--- src/rtl/multicycle_control_unit.sv ---
// Multicycle RISC-V control unit: FETCH/DECODE/EXECUTE/MEMORY/WRITEBACK sequencer with retire counter.
// Optional macro ILLEGAL_TRAP_EN: illegal opcodes trap (sticky flag) instead of executing as a NOP.
module multicycle_control_unit #(
    parameter int unsigned OPCODE_W = 7,
    parameter int unsigned ALU_OP_W = 2,
    parameter int unsigned RETIRE_W = 32
) (
    input  logic                clk,
    input  logic                arst,
    input  logic                run,
    input  logic [OPCODE_W-1:0] opcode,
    input  logic                mem_ready,
    output logic                ir_write,
    output logic                pc_write,
    output logic [ALU_OP_W-1:0] alu_op,
    output logic                alu_src,
    output logic                branch,
    output logic                jump,
    output logic                mem_read,
    output logic                mem_write,
    output logic                mem_2_reg,
    output logic                reg_write,
    output logic [2:0]          state,
    output logic                illegal,
    output logic [RETIRE_W-1:0] retired
);

    typedef enum logic [2:0] {
        S_IDLE      = 3'd0,
        S_FETCH     = 3'd1,
        S_DECODE    = 3'd2,
        S_EXECUTE   = 3'd3,
        S_MEMORY    = 3'd4,
        S_WRITEBACK = 3'd5,
        S_TRAP      = 3'd6
    } state_t;

    typedef enum logic [2:0] {
        C_R   = 3'd0,
        C_I   = 3'd1,
        C_BR  = 3'd2,
        C_JAL = 3'd3,
        C_LD  = 3'd4,
        C_ST  = 3'd5,
        C_ILL = 3'd6
    } cls_t;

    typedef struct packed {
        logic                ir_write;
        logic                pc_write;
        logic [ALU_OP_W-1:0] alu_op;
        logic                alu_src;
        logic                branch;
        logic                jump;
        logic                mem_read;
        logic                mem_write;
        logic                mem_2_reg;
        logic                reg_write;
    } ctrl_t;

    localparam logic [OPCODE_W-1:0] OP_R   = OPCODE_W'(7'b0110011);
    localparam logic [OPCODE_W-1:0] OP_I   = OPCODE_W'(7'b0010011);
    localparam logic [OPCODE_W-1:0] OP_BR  = OPCODE_W'(7'b1100011);
    localparam logic [OPCODE_W-1:0] OP_JAL = OPCODE_W'(7'b1101111);
    localparam logic [OPCODE_W-1:0] OP_LD  = OPCODE_W'(7'b0000011);
    localparam logic [OPCODE_W-1:0] OP_ST  = OPCODE_W'(7'b0100011);

    localparam logic [ALU_OP_W-1:0] ALU_ADD  = ALU_OP_W'(2'd0);
    localparam logic [ALU_OP_W-1:0] ALU_SUB  = ALU_OP_W'(2'd1);
    localparam logic [ALU_OP_W-1:0] ALU_RTYP = ALU_OP_W'(2'd2);

    state_t              state_q, state_d;
    cls_t                cls_q, cls_dec;
    ctrl_t               ctl;
    logic                retire;
    logic [RETIRE_W-1:0] retired_q;

    // Opcode to instruction class; only consumed while in DECODE.
    always_comb begin
        cls_dec = C_ILL;
        case (opcode)
            OP_R:    cls_dec = C_R;
            OP_I:    cls_dec = C_I;
            OP_BR:   cls_dec = C_BR;
            OP_JAL:  cls_dec = C_JAL;
            OP_LD:   cls_dec = C_LD;
            OP_ST:   cls_dec = C_ST;
            default: cls_dec = C_ILL;
        endcase
    end

    // State, latched class and retire counter.
    always_ff @(posedge clk or posedge arst) begin
        if (arst) begin
            state_q   <= S_IDLE;
            cls_q     <= C_R;
            retired_q <= '0;
        end else begin
            state_q <= state_d;
            if (state_q == S_DECODE) begin
                cls_q <= cls_dec;
            end
            if (retire) begin
                retired_q <= retired_q + RETIRE_W'(1);
            end
        end
    end

    // Next state and Moore controls; pc_write in MEMORY follows mem_ready for stores.
    always_comb begin
        state_d = state_q;
        ctl     = '0;
        retire  = 1'b0;
        case (state_q)
            S_IDLE: begin
                if (run) begin
                    state_d = S_FETCH;
                end
            end
            S_FETCH: begin
                ctl.ir_write = 1'b1;
                state_d      = S_DECODE;
            end
            S_DECODE: begin
`ifdef ILLEGAL_TRAP_EN
                state_d = (cls_dec == C_ILL) ? S_TRAP : S_EXECUTE;
`else
                state_d = S_EXECUTE;
`endif
            end
            S_EXECUTE: begin
                case (cls_q)
                    C_R: begin
                        ctl.alu_op = ALU_RTYP;
                        state_d    = S_WRITEBACK;
                    end
                    C_I: begin
                        ctl.alu_op  = ALU_RTYP;
                        ctl.alu_src = 1'b1;
                        state_d     = S_WRITEBACK;
                    end
                    C_LD, C_ST: begin
                        ctl.alu_op  = ALU_ADD;
                        ctl.alu_src = 1'b1;
                        state_d     = S_MEMORY;
                    end
                    C_BR: begin
                        ctl.alu_op   = ALU_SUB;
                        ctl.branch   = 1'b1;
                        ctl.pc_write = 1'b1;
                        retire       = 1'b1;
                        state_d      = S_FETCH;
                    end
                    C_JAL: begin
                        ctl.alu_op   = ALU_ADD;
                        ctl.jump     = 1'b1;
                        ctl.pc_write = 1'b1;
                        retire       = 1'b1;
                        state_d      = S_FETCH;
                    end
                    default: begin
                        // Illegal opcode executes as a NOP: advance PC, nothing retires.
                        ctl.pc_write = 1'b1;
                        state_d      = S_FETCH;
                    end
                endcase
            end
            S_MEMORY: begin
                ctl.alu_op  = ALU_ADD;
                ctl.alu_src = 1'b1;
                if (cls_q == C_LD) begin
                    ctl.mem_read = 1'b1;
                end else begin
                    ctl.mem_write = 1'b1;
                end
                if (mem_ready) begin
                    if (cls_q == C_LD) begin
                        state_d = S_WRITEBACK;
                    end else begin
                        ctl.pc_write = 1'b1;
                        retire       = 1'b1;
                        state_d      = S_FETCH;
                    end
                end
            end
            S_WRITEBACK: begin
                ctl.reg_write = 1'b1;
                ctl.pc_write  = 1'b1;
                ctl.mem_2_reg = (cls_q == C_LD);
                retire        = 1'b1;
                state_d       = S_FETCH;
            end
            S_TRAP: begin
                state_d = S_TRAP;
            end
            default: begin
                state_d = S_IDLE;
            end
        endcase
    end

`ifdef ILLEGAL_TRAP_EN
    logic illegal_q;

    // Sticky until reset.
    always_ff @(posedge clk or posedge arst) begin
        if (arst) begin
            illegal_q <= 1'b0;
        end else if (state_q == S_DECODE && cls_dec == C_ILL) begin
            illegal_q <= 1'b1;
        end
    end

    assign illegal = illegal_q;
`else
    assign illegal = 1'b0;
`endif

    assign ir_write  = ctl.ir_write;
    assign pc_write  = ctl.pc_write;
    assign alu_op    = ctl.alu_op;
    assign alu_src   = ctl.alu_src;
    assign branch    = ctl.branch;
    assign jump      = ctl.jump;
    assign mem_read  = ctl.mem_read;
    assign mem_write = ctl.mem_write;
    assign mem_2_reg = ctl.mem_2_reg;
    assign reg_write = ctl.reg_write;
    assign state     = state_q;
    assign retired   = retired_q;

endmodule

--- config.mk ---
export PLATFORM = sky130hd
export DESIGN_NAME = multicycle_control_unit
export DESIGN_NICKNAME = d
export VERILOG_FILES = /design/src/rtl/multicycle_control_unit.sv
export SDC_FILE = /design/constraint.sdc
export NUM_CORES = 1
export LEC_CHECK = 0
export ABC_CLOCK_PERIOD_IN_PS = 4300
export CAP_MARGIN = 30
export CORE_AREA = 2 2 78 95
export DETAILED_ROUTE_END_ITERATION = 10
export DIE_AREA = 0 0 80 97
export PLACE_DENSITY_LB_ADDON = 0.05
export SETUP_SLACK_MARGIN = 0.05
export SYNTH_ARGS = -nofsm -noshare
export SYNTH_HDL_FRONTEND = slang
export SYNTH_SLANG_ARGS = --single-unit
export TNS_END_PERCENT = 20
--- constraint.sdc ---
create_clock -name clk -period 4.3 [get_ports clk]
set_input_delay 0.86 -clock clk [delete_from_list [all_inputs] [get_ports clk]]
set_output_delay 0.86 -clock clk [all_outputs]
set_load 0.1 [all_outputs]
==> results of run 1 <==
==> stage by stage <==
step | std cells | setup WS (ns) | hold WS (ns) | area, um^2 | power [mW]
2_1_floorplan | 204 | -0.900 | 0.567 | 2000 | 0.879
5_1_grt | 350 | 0.839 | 0.497 | 2720 | 1.29
3_5_place_dp | 343 | 1.28 | 0.469 | 2640 | 1.01
6_report | 350 | 0.962 | 0.472 | 2720 | 1.23
4_1_cts | 350 | 0.942 | 0.479 | 2720 | 1.25
3_3_place_gp | 342 | 1.26 | 0.461 | 2630 | 1.01
==> how the worst max path moves through the flow <==
stage,startpoint,to,cells after the start
floorplan,state[1],alu_op[0],3
global placement,state[2],alu_op[1],4
detailed placement,state[2],alu_op[1],4
CTS,cls_q[1],mem_write,3
global route,state[2],alu_op[1],4
finish,state[2],alu_op[1],4
==> cell type report <==
cell class	count	area, um^2	share of cell area
Clock buffer	5	68.8	0.0253
Clock inverter	2	10.0	0.00368
Inverter	6	22.5	0.00829
Multi-Input combinational cell	154	995	0.366
Sequential cell	38	951	0.350
Tap cell	87	109	0.0401
Timing Repair Buffer	58	562	0.207
==> Yosys cell counts, types with 2 or more instances <==
cell     number  share of area
nand2_1      20          0.038
nor2_1       13          0.024
buf_4         2         0.0075
xnor2_1      22          0.096
and3_1        6          0.019
o21ai_0       2         0.0050
xor2_1       10          0.044
a21oi_1       5          0.013
dfrtp_1      38           0.48
inv_1         6          0.011
mux2_2        2          0.011
and4_1        2         0.0088
o31ai_1       2         0.0075
nand4_1      12          0.038
nand3_1      20          0.050
nor3_1       12          0.030
nor4_1        8          0.025
or3_1         2         0.0063
==> routing by layer <==
layer | GRT usage | vias up | part of all wire
met4 | 0.0482 | 0 | 0.020
met2 | 0.215 | 43 | 0.52
li1 | - | 842 | -
met3 | 0.0336 | 7 | 0.046
met5 | 0 | - | 0
met1 | 0.159 | 808 | 0.41
==> flip-flops by register name, summed over array words and instances, names as in the netlist <==
signal and count:
cls_q 3, state 3, retired 32
==> power by group through the flow <==
stage / Combinational (mW) / Clock (mW) / Sequential (mW)
2_1_floorplan: 0.228 / 0 / 0.650
3_3_place_gp: 0.554 / 0 / 0.459
3_5_place_dp: 0.552 / 0 / 0.460
4_1_cts: 0.553 / 0.247 / 0.453
5_1_grt: 0.572 / 0.262 / 0.461
6_report: 0.549 / 0.231 / 0.452
==> logic make-up (layout without fill, tap and decap cells) <==
logic type	Yosys count	after routing
muxes	2	2
and+or+nand+nor	101	101
adders and majority gates	1	1
DFF	38	38
xor gates and xnor gates	32	32
AOI/OAI and AO/OA	17	17
other	1	1
buffers and inverters	12	71
==> results.txt, run 1 <==
----------------------------------------------------
[Power]
  Leakage ... 1.01 nW
  Maximum VDD drop ... 0.294 mV
  Part of the power in the clock network ... 0.187
  Internal power ... 0.626 mW
  Net Sw Power ... 0.607 mW
  Proportion of power drawn by flip-flops and latches ... 0.367
  Power density over cell area ... 453 nW/um^2
  Share of total power in combinational logic ... 0.446
  Sw frac ... 0.492

[STA]
  Final total negative setup slack ... 0 ns
  Setup repair after global routing missed its margin ... no
  Setup violators final ... 0
  Crit path time final ... 3.34 ns
  Fmax ... 300 MHz
  Worst relative slew slack ... 0.343
  Slew at the pin closest to its max-slew limit ... 0.982 ns
  Clock tree skew after final layout ... 0.00636 ns
  Final Max Tran Viols ... 0
  Number of endpoints with negative hold slack in the final report ... 0
  Final worst-path cycle share ... 0.776

[Clock network]
  Clock tree root buffer cell ... clkbuf_8
  Total CTS buffers ... 5
  Level count of the clock H-tree ... 2
  Clock latency reported for the late side of the worst-skew pair ... 0.29 ns
  Clk pin slew, worst setup/hold paths ... 0.07 ns
  Longest Clk Path Bufs ... 2
  TritonCTS clock tree ... built
  Clock net sink count ... 38
  CTS hold repair buffers ... 0
  # resized after CTS ... 0
  Post-CTS repair timing setup buffer count ... 0

[Die]
  Area of the die ... 7760 um^2
  Starting density of the core ... 0.295
  Chip width ... 80 um
  Die Span Y ... 97 um
  Area of the placeable core ... 6770 um^2
  I/O pin cnt ... 58
  Number of placement rows ... 33

[Run status]
  Outcome ... completed

[Final layout]
  Diodes inserted ... 0
  Utilization after layout ... 0.401
  Layout area overhead ... 35.8%
  Fillers ... 704
  Layout cells sized above 1 ... 0.0913
  Most common cell after layout, fill and taps aside ... clkdlybuf4s50_1
  Final #Nets ... 275
  Commonest non-fill, non-tap cells in the layout ... clkdlybuf4s50_1, dfrtp_1, xnor2_1

[Critical path]
  Crit. End Element ... output port
  Reg-to-reg slack, setup ... 2.22 ns
  Crit-path cells ... and2b_2, nand2_1, nor3_1, clkdlybuf4s50_1
  Highest net fanout along the worst path ... 7
  Biggest cell delay along the critical path ... 1.16 ns
  Reg2reg start ... retired[0]
  Cell family contributing the most delay on the critical path ... buffers and inverters
  Reg-to-reg critical path endpoint ... retired[24]
  WP data required ... 3.44 ns
  CP arrival ... 2.48 ns
  Slowest CP cell ... clkdlybuf4s50_1
  Critical path class ... reg -> out
  WP buf/inv ... 1
  Category of the worst setup path launch point ... flop
  Length in cells of the worst reg-to-reg path ... 6

[Synthesis]
  Netlist Area Pre-Place ... 2000 um^2
  Share of synthesized registers carrying an async set or reset ... 1.00
  Share of synthesized area spent on multiplexers ... 0.0113
  Sequential cell area fraction in the yosys report ... 0.475
  Synth Area in Adders ... 0.00625
  Post-synth EDFFs ... 0
  Main combinational cell family by area after synthesis ... simple AND/OR/NAND/NOR gates
  Primary FF master, synth ... dfrtp_1
  Nets in the synthesized netlist ... 216
  Number of flip-flops and latches in the synthesized netlist ... 38
  Post-synthesis average cell area ... 9.81 um^2
  Share of the synthesized area in compound gates (AO/OA/AOI/OAI) ... 0.0744
  Yosys warns ... 0
  Count of different cell masters after synthesis ... 38
  Number of cells produced by synthesis ... 204
  Xor-xnor portion of the synthesized cell area ... 0.140
  Area share of and/or/nand/nor cells after synthesis ... 0.263

[Route]
  Vias per cell ... 4.86
  Total wirelength of the detailed-routed design ... 4820 um
  Via count ... 1700
  DR iter-0 viols ... 51
  Routed wire length per instance ... 13.8 um
  Count of antenna-violating nets left after detailed routing ... 0
  Number of design rule violations left after detail routing ... 0
  Number of iterations in the first detailed-routing pass ... 4

[Place]
  Post-DP HPWL ... 3580 um
  Last weighted congestion value of the routability-driven placer ... 0.812
  Port buffer count ... 56

[GRT]
  Initial antenna violation count ... 0
  Global-route wire length before repair ... 8000 um
  Overall track demand over capacity in global routing ... 0.130
  Vias in the first global route ... 1607
  Total overflow reported by the global router ... 0
  Pin count of the biggest net entering global routing ... 39

[Hold path]
  Number of stages on the worst hold path ... 1
  Class of the tightest hold or removal check ... reg -> reg
  Hold Path Sink ... retired[31]
  Source of the worst hold timing path ... retired[31]

[Job]
  Maximum Capacitance Violations ... 0

----------------------------------------------------
Power figures use the tool's default switching activity.
==> inputs of run 2 (changes only) <==
ABC_CLOCK_PERIOD_IN_PS = 3500   (was 4300)
clock period = 3.5 ns   (was 4.3 ns; I/O delays follow)
==> results.txt, run 2 (same netlist as run 1, synthesis figures left out) <==
----------------------------------------------------
[Run status]
  Outcome ... completed

[Critical path]
  Reg2reg start ... state[1]
  Slowest CP cell ... clkdlybuf4s50_1
  CP arrival ... 1.89 ns
  Critical path class ... reg -> out
  Cell family contributing the most delay on the critical path ... buffers and inverters
  Highest net fanout along the worst path ... 5
  WP data required ... 2.80 ns
  WP buf/inv ... 1
  Crit-path cells ... clkdlybuf4s50_1
  Biggest cell delay along the critical path ... 1.16 ns
  Crit. End Element ... output port
  Launch point of the critical path ... retired[28]
  Category of the worst setup path launch point ... flop

[Power]
  Leakage ... 1.05 nW
  Total power ... 1.55 mW
  Power density over cell area ... 578 nW/um^2
  Maximum VDD drop ... 0.783 mV

[Clock network]
  Longest Clk Path Bufs ... 2
  Total CTS buffers ... 5
  Clock tree root buffer cell ... clkbuf_8
  Post-CTS repair timing setup buffer count ... 0
  Clock latency reported for the late side of the worst-skew pair ... 0.29 ns
  Clock net sink count ... 38
  Clk pin slew, worst setup/hold paths ... 0.08 ns
  Level count of the clock H-tree ... 2
  CTS hold repair buffers ... 0
  TritonCTS clock tree ... built
  # resized after CTS ... 0

[Final layout]
  Number of flip-flops in the largest register ... 32
  Multi-input combinational cell area ... 1020 um^2
  Non-filler instance count after layout ... 351
  Utilization after layout ... 0.397
  Layout cells sized above 1 ... 0.220
  Final #Nets ... 275
  Fillers ... 713
  Sequential cell area ... 951 um^2
  Diodes inserted ... 0
  Most common cell after layout, fill and taps aside ... dfrtp_1
  Layout area overhead ... 34.4%
  Commonest non-fill, non-tap cells in the layout ... dfrtp_1, buf_4, xnor2_1

[Route]
  Routed wire length per instance ... 13.8 um
  Count of antenna-violating nets left after detailed routing ... 0
  Number of design rule violations left after detail routing ... 0
  Via count ... 1718
  Total wirelength of the detailed-routed design ... 4840 um
  Number of iterations in the first detailed-routing pass ... 4
  Vias per cell ... 4.89
  DR iter-0 viols ... 82

[Place]
  Post-Place Worst Slack ... 0.921 ns
  Post-DP HPWL ... 3480 um
  Port buffer count ... 56
  Cells after DPL ... 342
  Last weighted congestion value of the routability-driven placer ... 0.718

[STA]
  Setup repair after global routing missed its margin ... no
  Number of endpoints with negative hold slack in the final report ... 0
  Final total negative setup slack ... 0 ns
  Setup violators final ... 0
  Clock tree skew after final layout ... 0.00943 ns
  Setup slack of the critical path after layout ... 0.912 ns
  Slew at the pin closest to its max-slew limit ... 0.971 ns
  Worst relative slew slack ... 0.350
  Crit path time final ... 2.59 ns
  Fmax ... 386 MHz
  Final worst-path cycle share ... 0.739
  Final Max Tran Viols ... 0

[GRT]
  Initial antenna violation count ... 0
  Overall track demand over capacity in global routing ... 0.132
  Global-route wire length before repair ... 8200 um
  Pin count of the biggest net entering global routing ... 39
  Total overflow reported by the global router ... 0
  Vias in the first global route ... 1677

[Job]
  Maximum Capacitance Violations ... 0

[Die]
  Number of placement rows ... 33
  I/O pin cnt ... 58
  Area of the die ... 7760 um^2
  Area of the placeable core ... 6770 um^2
  Starting density of the core ... 0.295
  Chip width ... 80 um
  Die Span Y ... 97 um

[Hold path]
  Class of the tightest hold or removal check ... reg -> reg
  Source of the worst hold timing path ... retired[31]

----------------------------------------------------
-- run 2: power breakdown --
part	switching (mW)	total, mW	internal, mW
Clock	0.164	0.322	0.159
Sequential	0.0805	0.560	0.479
Combinational	0.529	0.671	0.142
Total	0.773	1.55	0.780
-- run 2: final timing paths --
path / cells after the start / slack (ns) / end
setup / recovery: 1 / 0.91 / retired[28]
hold / removal: 1 / 0.47 / retired[31]
setup reg to reg: 6 / 1.36 / retired[22]
hold reg to reg: 1 / 0.47 / retired[31]
max in group asynchronous: 3 / 2.31 / retired[18]
min in group asynchronous: 3 / 0.83 / retired[20]
-- run 2: stage by stage --
stage | hold WS [ns] | cell area, um^2
6_report | 0.472 | 2690
5_1_grt | 0.486 | 2690
4_1_cts | 0.481 | 2680
3_5_place_dp | 0.468 | 2590
3_3_place_gp | 0.463 | 2590
2_1_floorplan | 0.602 | 2030
-- run 2: layout make-up --
cell class	count	area share
multi-input cells	154	0.381
clock buffers	6	0.0307
clock inverters	2	0.00465
flip-flops and latches	38	0.354
inverters	6	0.00838
well taps	87	0.0405
repair buffers	58	0.181
-- run 2: routing by layer --
metal	vias up	global-route usage	wire length, um
met2	39	0.207	2300
met5	-	0	0
met3	5	0.0299	201
met1	830	0.180	2270
met4	0	0.0430	69
li1	844	-	-
==> inputs of run 3 (changes only) <==
ABC_CLOCK_PERIOD_IN_PS = 2700   (was 3500)
clock period = 2.7 ns   (was 3.5 ns; I/O delays follow)
==> results.txt, run 3 (same netlist as run 1, synthesis figures left out) <==
----------------------------------------------------
[Die]
  Area of the placeable core ... 6770 um^2
  Area of the die ... 7760 um^2
  Number of placement rows ... 33
  Starting density of the core ... 0.295
  Die Span Y ... 97 um
  I/O pin cnt ... 58
  Chip width ... 80 um

[STA]
  Setup slack of the critical path after layout ... 0.249 ns
  Final worst-path cycle share ... 0.908
  Crit path time final ... 2.45 ns
  Fmax ... 408 MHz
  Setup repair after global routing missed its margin ... no
  Number of endpoints with negative hold slack in the final report ... 0
  Setup violators final ... 0
  Clock tree skew after final layout ... 0.00751 ns
  Final total negative setup slack ... 0 ns
  Final Max Tran Viols ... 0

[Route]
  Number of iterations in the first detailed-routing pass ... 6
  Count of antenna-violating nets left after detailed routing ... 0
  Total wirelength of the detailed-routed design ... 4970 um
  Routed wire length per instance ... 14.1 um
  Number of design rule violations left after detail routing ... 0
  Via count ... 1716
  Vias per cell ... 4.88
  DR iter-0 viols ... 86

[Critical path]
  Reg-to-reg critical path endpoint ... retired[30]
  Reg-to-reg slack, setup ... 0.63 ns
  Reg2reg start ... retired[0]
  Highest net fanout along the worst path ... 8
  Launch point of the critical path ... cls_q[1]
  Length in cells of the worst reg-to-reg path ... 6
  WP data required ... 2.16 ns
  CP arrival ... 1.91 ns
  Category of the worst setup path launch point ... flop
  Crit. End Element ... output port
  Critical path class ... reg -> out

[Clock network]
  Level count of the clock H-tree ... 2
  Clk pin slew, worst setup/hold paths ... 0.08 ns
  Clock net sink count ... 38
  Clock latency reported for the late side of the worst-skew pair ... 0.29 ns
  Longest Clk Path Bufs ... 2
  CTS hold repair buffers ... 0
  Clock tree root buffer cell ... clkbuf_8
  # resized after CTS ... 0
  TritonCTS clock tree ... built
  Post-CTS repair timing setup buffer count ... 0
  Total CTS buffers ... 5

[Power]
  Leakage ... 1.12 nW
  Net Sw Power ... 1.05 mW
  Sw frac ... 0.495
  Part of the power in the clock network ... 0.194
  Proportion of power drawn by flip-flops and latches ... 0.349
  Share of total power in combinational logic ... 0.457
  Power density over cell area ... 733 nW/um^2
  Internal power ... 1.07 mW
  Maximum VDD drop ... 0.509 mV
  Total power ... 2.11 mW

[Run status]
  Outcome ... completed

[Place]
  Port buffer count ... 56
  Post-Place Worst Slack ... 0.522 ns
  Post-DP HPWL ... 3710 um
  Last weighted congestion value of the routability-driven placer ... 0.783

[Job]
  Maximum Capacitance Violations ... 0

[GRT]
  Overall track demand over capacity in global routing ... 0.137
  Pin count of the biggest net entering global routing ... 39
  Global-route wire length before repair ... 8360 um
  Initial antenna violation count ... 0
  Vias in the first global route ... 1681
  Total overflow reported by the global router ... 0

[Hold path]
  Class of the tightest hold or removal check ... reg -> reg
  Hold Path Sink ... retired[31]
  Source of the worst hold timing path ... retired[31]
  Number of stages on the worst hold path ... 1

[Final layout]
  Commonest non-fill, non-tap cells in the layout ... buf_4, dfrtp_1, xnor2_1
  Diodes inserted ... 0
  Layout cells sized above 1 ... 0.298
  Most common cell after layout, fill and taps aside ... buf_4
  Layout area overhead ... 44.0%
  Final #Nets ... 276
  Number of flip-flops in the largest register ... 32
  Fillers ... 684

----------------------------------------------------
run 3: changes by cell type in the layout (fill, tap and decap cells not counted), moves of 3 or more:
| cell | previous run | this run |
|---|---|---|
| buf_12 | 0 | 10 |
| clkdlybuf4s50_1 | 21 | 10 |
| dfrtp_1 | 38 | 35 |
| nor3_4 | 0 | 3 |
| nor4_2 | 3 | 0 |
| nor4_4 | 0 | 3 |
run 3: cell type report:
| cell class | instances | area [um^2] | area share |
|---|---|---|---|
| Multi-Input combinational cell | 154 | 1100 | 0.382 |
| Inverter | 6 | 22.5 | 0.00782 |
| Sequential cell | 38 | 960 | 0.333 |
| Clock inverter | 2 | 12.5 | 0.00434 |
| Clock buffer | 6 | 82.6 | 0.0287 |
| Timing Repair Buffer | 59 | 593 | 0.206 |
| Tap cell | 87 | 109 | 0.0378 |
run 3: worst max-delay path by stage:
| stage | to | slack (ns) | cells past startpoint |
|---|---|---|---|
| after floorplan | alu_op[0] | -0.06 | 3 |
| after global placement | retired[27] | 0.54 | 5 |
| after global routing | pc_write | 0.13 | 4 |
| final | pc_write | 0.25 | 4 |
| after detailed placement | retired[26] | 0.52 | 5 |
| after CTS | pc_write | 0.23 | 4 |
run 3: power by group through the flow:
stage	Combinational, mW	Sequential, mW	Clock (mW)
floorplan	0.423	1.06	0
global placement	0.972	0.750	0
detailed placement	0.972	0.751	0
CTS	0.974	0.739	0.428
global route	1.01	0.754	0.451
finish	0.965	0.736	0.409
run 3: stage by stage:
stage	cells	area [um^2]	util	hold slack (ns)
2_1_floorplan	204	2120	-	0.681
3_3_place_gp	344	2790	0.411	0.464
3_5_place_dp	344	2790	0.411	0.475
4_1_cts	352	2880	0.425	0.491
5_1_grt	352	2880	0.425	0.516
6_report	352	2880	0.425	0.486
run 3: critical path: stages, from the launching register on:
cell	delay (ns)
dfrtp_1	0.53
or3b_1	0.57
a21oi_1	0.22
o22ai_2	0.12
buf_12	0.18
run 3: per-layer routing:
metal | vias to the layer above | part of all wire | global-route usage
li1 | 847 | - | -
met4 | 0 | 0.026 | 0.0561
met5 | - | 0 | 0
met1 | 806 | 0.41 | 0.164
met2 | 53 | 0.51 | 0.229
met3 | 10 | 0.052 | 0.0345
